<file path="config.mk">
export PLATFORM = sky130hd
export DESIGN_NAME = fp64_div_seq
export DESIGN_NICKNAME = d
export VERILOG_FILES = /design/src/rtl/fp64_pkg.sv /design/src/rtl/fp64_classify.sv /design/src/rtl/fp64_div_seq.sv
export SDC_FILE = /design/constraint.sdc
export NUM_CORES = 1
export LEC_CHECK = 0
export ABC_CLOCK_PERIOD_IN_PS = 14000
export CAP_MARGIN = 0
export CORE_MARGIN = 2
export CORE_UTILIZATION = 35
export DETAILED_ROUTE_END_ITERATION = 6
export SYNTH_ARGS = -nofsm -noshare
export SYNTH_HDL_FRONTEND = slang
export SYNTH_SLANG_ARGS = --single-unit
</file>
<file path="constraint.sdc">
create_clock -name clk -period 14 [get_ports clk]
set_input_delay 3.5 -clock clk [delete_from_list [all_inputs] [get_ports clk]]
set_output_delay 3.5 -clock clk [all_outputs]
set_load 0.03 [all_outputs]
</file>
<file path="src/rtl/fp64_pkg.sv">
// Shared constants and FSM state type for the sequential binary64 divider.
package fp64_pkg;

   localparam int          FP64_BIAS    = 1023;
   localparam logic [10:0] FP64_EXP_MAX = 11'h7FF;
   localparam logic [63:0] FP64_QNAN    = 64'h7FF8000000000001;
   localparam int          QBITS        = 55;

   typedef enum logic [1:0] {IDLE, DIV, ROUND, DONE} state_t;

endpackage

</file>
<file path="src/rtl/fp64_classify.sv">
// Unpacks a binary64 operand and flags NaN / infinity / zero (subnormals flush to zero).
module fp64_classify
   import fp64_pkg::*;
(
   input  logic [63:0] x,
   output logic        sign,
   output logic [10:0] exp,
   output logic [52:0] mant,
   output logic        is_nan,
   output logic        is_inf,
   output logic        is_zero
);

   logic frac_nz;

   assign sign    = x[63];
   assign exp     = x[62:52];
   assign frac_nz = |x[51:0];
   assign mant    = {(exp != 11'd0), x[51:0]};
   assign is_nan  = (exp == FP64_EXP_MAX) && frac_nz;
   assign is_inf  = (exp == FP64_EXP_MAX) && !frac_nz;
   assign is_zero = (exp == 11'd0);

endmodule

</file>
<file path="src/rtl/fp64_div_seq.sv">
// Sequential binary64 divider: radix-2 restoring division, one quotient bit per cycle, RNE rounding.
module fp64_div_seq
   import fp64_pkg::*;
(
   input  logic        clk,
   input  logic        rst,
   input  logic        in_valid,
   output logic        in_ready,
   input  logic [63:0] a,
   input  logic [63:0] b,
   output logic        out_valid,
   input  logic        out_ready,
   output logic [63:0] result
);

   logic        sa, sb, a_nan, a_inf, a_zero, b_nan, b_inf, b_zero;
   logic [10:0] ea, eb;
   logic [52:0] ma, mb;

   fp64_classify u_cls_a (.x(a), .sign(sa), .exp(ea), .mant(ma),
                          .is_nan(a_nan), .is_inf(a_inf), .is_zero(a_zero));
   fp64_classify u_cls_b (.x(b), .sign(sb), .exp(eb), .mant(mb),
                          .is_nan(b_nan), .is_inf(b_inf), .is_zero(b_zero));

   state_t             state;
   logic [5:0]         cnt;
   logic [53:0]        rem;
   logic [52:0]        div;
   logic [QBITS-1:0]   q;
   logic signed [12:0] e;
   logic               sign;

   // Operand setup and special-case result
   logic               sq, special, mant_lt;
   logic [63:0]        special_res;
   logic [53:0]        rem_init;
   logic signed [12:0] e_init;

   always_comb begin
      // NOTE: every always_comb output gets a default first so no path leaves it unassigned (no latch).
      sq          = sa ^ sb;
      special     = 1'b1;
      special_res = {sq, 63'd0};
      if (a_nan || b_nan || (a_zero && b_zero) || (a_inf && b_inf))
         special_res = FP64_QNAN;
      else if (a_inf || b_zero)
         special_res = {sq, FP64_EXP_MAX, 52'd0};
      else if (a_zero || b_inf)
         special_res = {sq, 63'd0};
      else
         special = 1'b0;

      // Pre-normalize so the first quotient bit is always the integer 1
      mant_lt  = (ma < mb);
      rem_init = mant_lt ? {ma, 1'b0} : {1'b0, ma};
      e_init   = 13'(ea) - 13'(eb) + 13'(FP64_BIAS) - 13'(mant_lt);
   end

   // One shared subtract/shift step of the restoring divider
   logic        q_bit;
   logic [53:0] rem_sel, rem_next;

   always_comb begin
      q_bit    = (rem >= {1'b0, div});
      rem_sel  = q_bit ? (rem - {1'b0, div}) : rem;
      rem_next = {rem_sel[52:0], 1'b0};
   end

   // Round-to-nearest-even and range limiting
   logic [53:0]        mant_r;
   logic               round_up, carry;
   logic signed [12:0] e_r;
   logic [51:0]        frac;
   logic [63:0]        rnd_result;

   always_comb begin
      round_up = q[1] && (q[0] || (|rem) || q[2]);
      mant_r   = {1'b0, q[54:2]} + 54'(round_up);
      carry    = mant_r[53];
      e_r      = carry ? e + 13'sd1 : e;
      frac     = carry ? mant_r[52:1] : mant_r[51:0];
      if (e_r >= 13'sd2047)
         rnd_result = {sign, FP64_EXP_MAX, 52'd0};
      else if (e_r <= 13'sd0)
         rnd_result = {sign, 63'd0};
      else
         rnd_result = {sign, e_r[10:0], frac};
   end

   always_ff @(posedge clk) begin
      // NOTE: only control state is reset; datapath registers are always loaded before being read.
      if (rst) begin
         state     <= IDLE;
         in_ready  <= 1'b1;
         out_valid <= 1'b0;
         result    <= 64'd0;
      end else begin
         case (state)
            IDLE: if (in_valid) begin
               in_ready <= 1'b0;
               sign     <= sq;
               if (special) begin
                  result    <= special_res;
                  out_valid <= 1'b1;
                  state     <= DONE;
               end else begin
                  rem   <= rem_init;
                  div   <= mb;
                  q     <= '0;
                  cnt   <= '0;
                  e     <= e_init;
                  state <= DIV;
               end
            end
            DIV: begin
               rem <= rem_next;
               q   <= {q[QBITS-2:0], q_bit};
               cnt <= cnt + 6'd1;
               if (cnt == 6'(QBITS - 1))
                  state <= ROUND;
            end
            ROUND: begin
               result    <= rnd_result;
               out_valid <= 1'b1;
               state     <= DONE;
            end
            DONE: if (out_ready) begin
               out_valid <= 1'b0;
               in_ready  <= 1'b1;
               state     <= IDLE;
            end
            default: state <= IDLE;
         endcase
      end
   end

endmodule
</file>
* After elaboration in Yosys (flattened, before gate mapping) *
Index checks and enable logic that the tools add are counted.

cells by class
  reductions and logical operators = 35
  eq/ne operators = 11
  order comparisons = 4
  bitwise logic cells = 3
  mux-type cells = 35
  add/subtract/negate cells = 7

operator list
  cell                    count
  $mux 64                 3
  $mux 63                 3
  $mux 54                 3
  $pmux 64 s2             1
  $mux 55                 2
  $pmux 55 s2             1
  $pmux 54 s2             1
  $reduce_or 52->1        2
  $add 53x1->54           1
  $ge 54x53->1            1
  $reduce_or 54->1        1
  $lt 53x53->1            1
  $mux 53                 1
  $sub 53x53->53          1
  $mux 52                 1
  $eq 11x11->1 const B    2
  $logic_not 11->1        2
  $reduce_bool 11->1      2
  $add 12x11->13 const B  1
  $add 13x2->13 const B   1
  $ge 13x12->1 const B    1
  $le 13x1->1 const B     1
  $mux 13                 1
  $sub 13x1->13           1
  23 further kinds        60

word-level totals
  logic and storage cells = 105
  output and inout bits = 66
  bits of input ports = 132
  bits in registers = 250

* Depth between registers and ports, before layout *
  word-level depth = 10
  mapped depth = 25
  gate-level depth less buffers = 23

* Hierarchy *
Synthesis repeated with hierarchy kept, for this count alone.

unflattened totals
  cell total of the unflattened synthesis = 2070
  area total of the unflattened synthesis = 18639.1 µm²

modules (own cells, without submodules)
  module         times used  area an instance (µm²)  cells an instance  sequential area each (µm²)
  fp64_div_seq   1           17312.9                 1884               6826.5
  fp64_classify  2           663.1                   93                 0.0

* Worst setup path after synthesis *
Ideal clock, no wire load.

  path type = input to register
  from = input port a[59]
  to = register cnt[0], enable pin
  arrival = 9.699 ns
  buffers on the path = 0
  stages = 8
  library setup time = 0.590 ns
  required time = 13.410 ns
  slack = 3.711 ns
  cells stage by stage = nor3_1 -> and3_1 -> ha_1 -> nand2b_1 -> or4b_2 -> nor2_1 -> a21oi_1 -> nor2_1

between the ends
  cells in the longest elaborated chain, start to end = 8
  elaborated cells between the ends (all ways) = 16
  those cells by class = 2 x eq/ne; 3 x mux; 11 x reduce/logical

ends and longest elaborated chain
  element                              RTL line                                  source
  start: declaration                   fp64_div_seq.sv:9                         input logic [63:0] a,
  $eq 11x11->1                         fp64_classify.sv:20, fp64_classify.sv:21
  $logic_and 1x1->1                    fp64_classify.sv:20                       assign is_nan = (exp == FP64_EXP_MAX) && frac_nz;
  $logic_or 1x1->1 (3 in a row)        fp64_div_seq.sv:44                        if (a_nan || b_nan || (a_zero && b_zero) || (a_inf && b_inf))
  $mux 1 *                             fp64_div_seq.sv:44
  $ne 2x2->1 (no source line) *        --
  $reduce_and 4->1 (no source line) *  --
  end signal: assignment               fp64_div_seq.sv:118                       cnt <= cnt + 6'd1;
  end: declaration                     fp64_div_seq.sv:26                        logic [5:0] cnt;

Mark *: on every way between the ends. The rest lies on a longest branch, timed or not.
A chain may end at the register's enable or synchronous reset.

* Final worst setup path *
  from = input port a[53]
  to = register e[11] (data pin)

between the ends
  cells in the longest elaborated chain, start to end = 3
  elaborated cells between the ends (all ways) = 5
  those cells by class = 3 x add/sub; 1 x order compare; 1 x reduce/logical

ends and longest elaborated chain
  element                                                      RTL line                                 source
  $sub 11x11->12 / $reduce_bool 11->1 (equally long branches)  fp64_div_seq.sv:56, fp64_classify.sv:19
  $add 12x11->13 / $lt 53x53->1 (equally long branches)        fp64_div_seq.sv:56, fp64_div_seq.sv:54
  $sub 13x1->13 *                                              fp64_div_seq.sv:56                       e_init = 13'(ea) - 13'(eb) + 13'(FP64_BIAS) - 13'(mant_lt);
  via e_init[11]                                               fp64_div_seq.sv:37                       logic signed [12:0] e_init;
  end signal: assignment                                       fp64_div_seq.sv:111                      e <= e_init;
  end: declaration                                             fp64_div_seq.sv:30                       logic signed [12:0] e;

The timed path passes the listed nets; every way through them passes the cells marked *.

==> results.yml <==
route:
  firstDrtPassIters: 5
  drc: 0
  ant_nets: 0
  drt_iter0_drc: 856
  wirelength_mm: 50.43
  vias: 14540
  drt-vias-per-instance: 5.253
  wire_per_inst_microns: 18.22
global_route:
  grtUsageMet1: 0.2521
  grt_start_max_net_pins: 75
  global_route.usage.total: 0.1888
  grt_first_pass_wirelength_mm: 79.60
  overflow: 0
  grt_pass1_vias: 14610
  grtUsageMet2: 0.3166
  antenna_found_initial: 0
  use_met3: 0.02863
  grt-busiest-layer: "met2"
synthesis:
  synth_edf_count: 182
  ys_ff_latch: 250
  ys_seq_area_frac: 0.3885
  syn-cell-area_sq_um: 17570
  synth_fp_nets: 2176
  syn_area_per_cell_sq_um: 9.223
  async_flop_share: 0
  yosys_warnings: 0
  ys.flop_type: "edfxtp_1"
  synth.distinct_cells: 81
  syn-instance-count: 1905
worst_setup_path:
  crit_family: "compound AO/OA/AOI/OAI gates"
  cp_slowest_stage_delay_ps: 510
  critical_path_class: "primary input to flip-flop"
  cp-end-kind: "flip-flop"
  crit_buf_inv: 3
  crit_arrival_ps: 8260
  cp_cell_sequence: "clkdlybuf4s50_1, nor4_1, and3_1, inv_1, ha_1, o21bai_1, nor3_1, o211a_1, a31oi_4, ha_1, ha_1, inv_1, fa_1, nor2b_1, o21ai_0, a21boi_0, o21ai_0, a21boi_0, o21ai_0, nand2b_1, a21o_1, a21oi_1, xor2_1"
  cp-start-kind: "primary input"
  critPathMaxFanout: 4
  cp_slowest_cell: "clkdlybuf4s50_1"
  required_ps: 14330
final_layout:
  seqCellArea_sq_um: 6827
  area_growth_pct: 20.34
  antennaDiodeCount: 0
  layout_common_cells: "197 x clkdlybuf4s50_1, 182 x edfxtp_1, 179 x nand2_1, 164 x inv_1, 135 x ha_1"
  fin_area_sq_um: 21150
  final_cell_count_no_fill: 2768
  multiInputGateArea_sq_um: 9872
  layout_commonest_cell: "clkdlybuf4s50_1"
  drive_above_1_share: 0.06345
  nNetsFinal: 2345
  final_util: 0.4241
  n_fill_cell: 4944
clock_tree:
  clock_latency_ps: 590
  post_cts.repair.setup_buffers: 0
  cts_tree: "yes"
  hold_buffers: 0
  clock_path_buffers: 3
  htreeDepth: 1
  clock-root-buffer: "clkbuf_16"
  cts_resized: 0
  cts_buffers: 30
  cts_sinks: 250
  path_clk_slew_ps: 60
sta:
  max_freq_mhz: 126.1
  period_needed_ps: 7930
  slew_headroom: 0.1517
  final.setup.tns_ps: 0
  finalSetupViolCount: 0
  clock_skew_ps: 20.05
  min_period_over_period: 0.5665
  hold_viol_final: 0
  worst_slew_pin_slew_ps: 1264
  rsz0062_at_grt: "no"
  maxSlewViolCount: 0
  hold_ws_ps: 444.7
placed_design:
  placedCellCount: 2714
  placed_area_sq_um: 20210
  hpwl_mm: 38.79
  place_congestion: 0.9307
  io_buffers: 197
status:
  status: "completed"
pwr:
  sw_frac_of_total: 0.3879
  p_sw_mw: 1.240
  p_leak_nw: 8.463
  p_int_mw: 1.957
  cellPowerDensity_nw_per_um2: 151.2
  pwr-share-seq: 0.349
  pwr-share-comb: 0.418
  vdd_drop_max_mv: 0.09397
  clkPwrFrac: 0.233
floorplan:
  num_rows: 82
  ios: 198
  fp.dieH_microns: 228.1
  die_area_sq_um: 52010
  initial_core_util: 0.3524
  core_sq_um: 49860
  die_x_microns: 228.1
job:
  cap_viol_max_count: 0
worst_hold_path:
  min_path_type: "flip-flop to flip-flop"
[cells by family (layout without fill, tap and decap cells)]
group | after synthesis | in the layout | synth area share
compound gates | 410 | 410 | 0.1485
simple gates | 645 | 645 | 0.1882
mux | 102 | 102 | 0.06145
flops | 250 | 250 | 0.3885
xor+xnor | 123 | 123 | 0.06131
fa+ha+maj | 139 | 139 | 0.1003
buf+inv | 236 | 427 | 0.05177
[power by group through the flow]
stage | clock, mW | sequential [mW] | combinational, mW
2_1_floorplan | 0 | 1.13 | 0.961
4_1_cts | 0.765 | 1.11 | 1.34
3_3_place_gp | 0 | 1.13 | 1.31
6_report | 0.746 | 1.11 | 1.34
5_1_grt | 0.790 | 1.13 | 1.49
3_5_place_dp | 0 | 1.13 | 1.33
[worst min-delay path, delay by kind of cell, from the launching register on]
family,cells,cell delay (ps)
simple gates,1,50
compound gates,1,50
flops,1,300
[metal layers]
metal / up-vias / routed length [microns]
met1: 6892 / 23560
li1: 7240 / -
met3: 68 / 2324
met5: - / 0
met2: 341 / 23100
met4: 0 / 1443
[metrics by stage]
step,power (mW),worst slack [ps]
after floorplan,2.087,3711
after global placement,2.441,5511
after detailed placement,2.457,5432
after CTS,3.217,6044
after global routing,3.409,5645
final,3.197,6070
[state kept, by name, indices dropped and copies added, names as in the netlist]
| register | flops |
|---|---|
| out_valid | 1 |
| result | 64 |
| cnt | 6 |
| state | 2 |
| sign | 1 |
| q | 55 |
| rem | 54 |
| e | 13 |
| div | 53 |
| in_ready | 1 |
[final timing paths]
| path | from | end | slack [ps] | depth (start not counted) |
|---|---|---|---|---|
| setup / recovery | a[53] | e[11]$_DFFE_PP_ | 6070 | 23 |
| hold / removal | result[14]$_SDFFE_PP0P_ | result[14]$_SDFFE_PP0P_ | 440 | 2 |
| setup reg to reg | rem[0]$_SDFFCE_PP0P_ | rem[42]$_DFFE_PP_ | 9370 | 14 |
| hold reg to reg | result[14]$_SDFFE_PP0P_ | result[14]$_SDFFE_PP0P_ | 440 | 2 |
[cells in the mapped netlist, drive strengths merged, types with 3 or more instances]
cell type	count	area (sq um)
or2	8	52.55
o211ai	6	45.04
nor2	116	435.4
dfxtp	68	1361
xor2	53	464.2
a31o	3	26.28
edfxtp	182	5465
o22ai	3	18.77
o21a	17	127.6
o21ai	125	625.6
nand3	46	230.2
nor3	44	252.7
mux2i	55	550.5
a211o	3	26.28
a31oi	16	106.4
and3	20	125.1
inv	165	619.3
a2bb2oi	3	26.28
a21oi	94	470.5
a211oi	22	170.2
nor2b	19	118.9
o311ai	3	26.28
nand2b	16	100.1
a22o	19	166.4
and2	58	362.8
a21boi	7	52.55
nand2	180	678.2
nor4	58	384.1
a21o	47	352.8
and4	8	70.07
o21bai	14	105.1
xnor2	70	613.1
o31ai	4	43.79
fa	3	60.06
clkbuf	55	206.5
buf	16	83.83
or3	9	61.31
ha	136	1702
o2bb2ai	3	26.28
nand4	53	344.1
o31a	3	26.28
mux2	47	529.3
[cell type report]
class                   count  area share
well taps                 672     0.03976
clock buffers              39     0.03757
inverters                 165     0.02929
repair buffers            208     0.09716
clock inverters            15    0.006509
flip-flops and latches    250      0.3228
multi-input cells        1419      0.4669
Power figures use the tool's default switching activity.
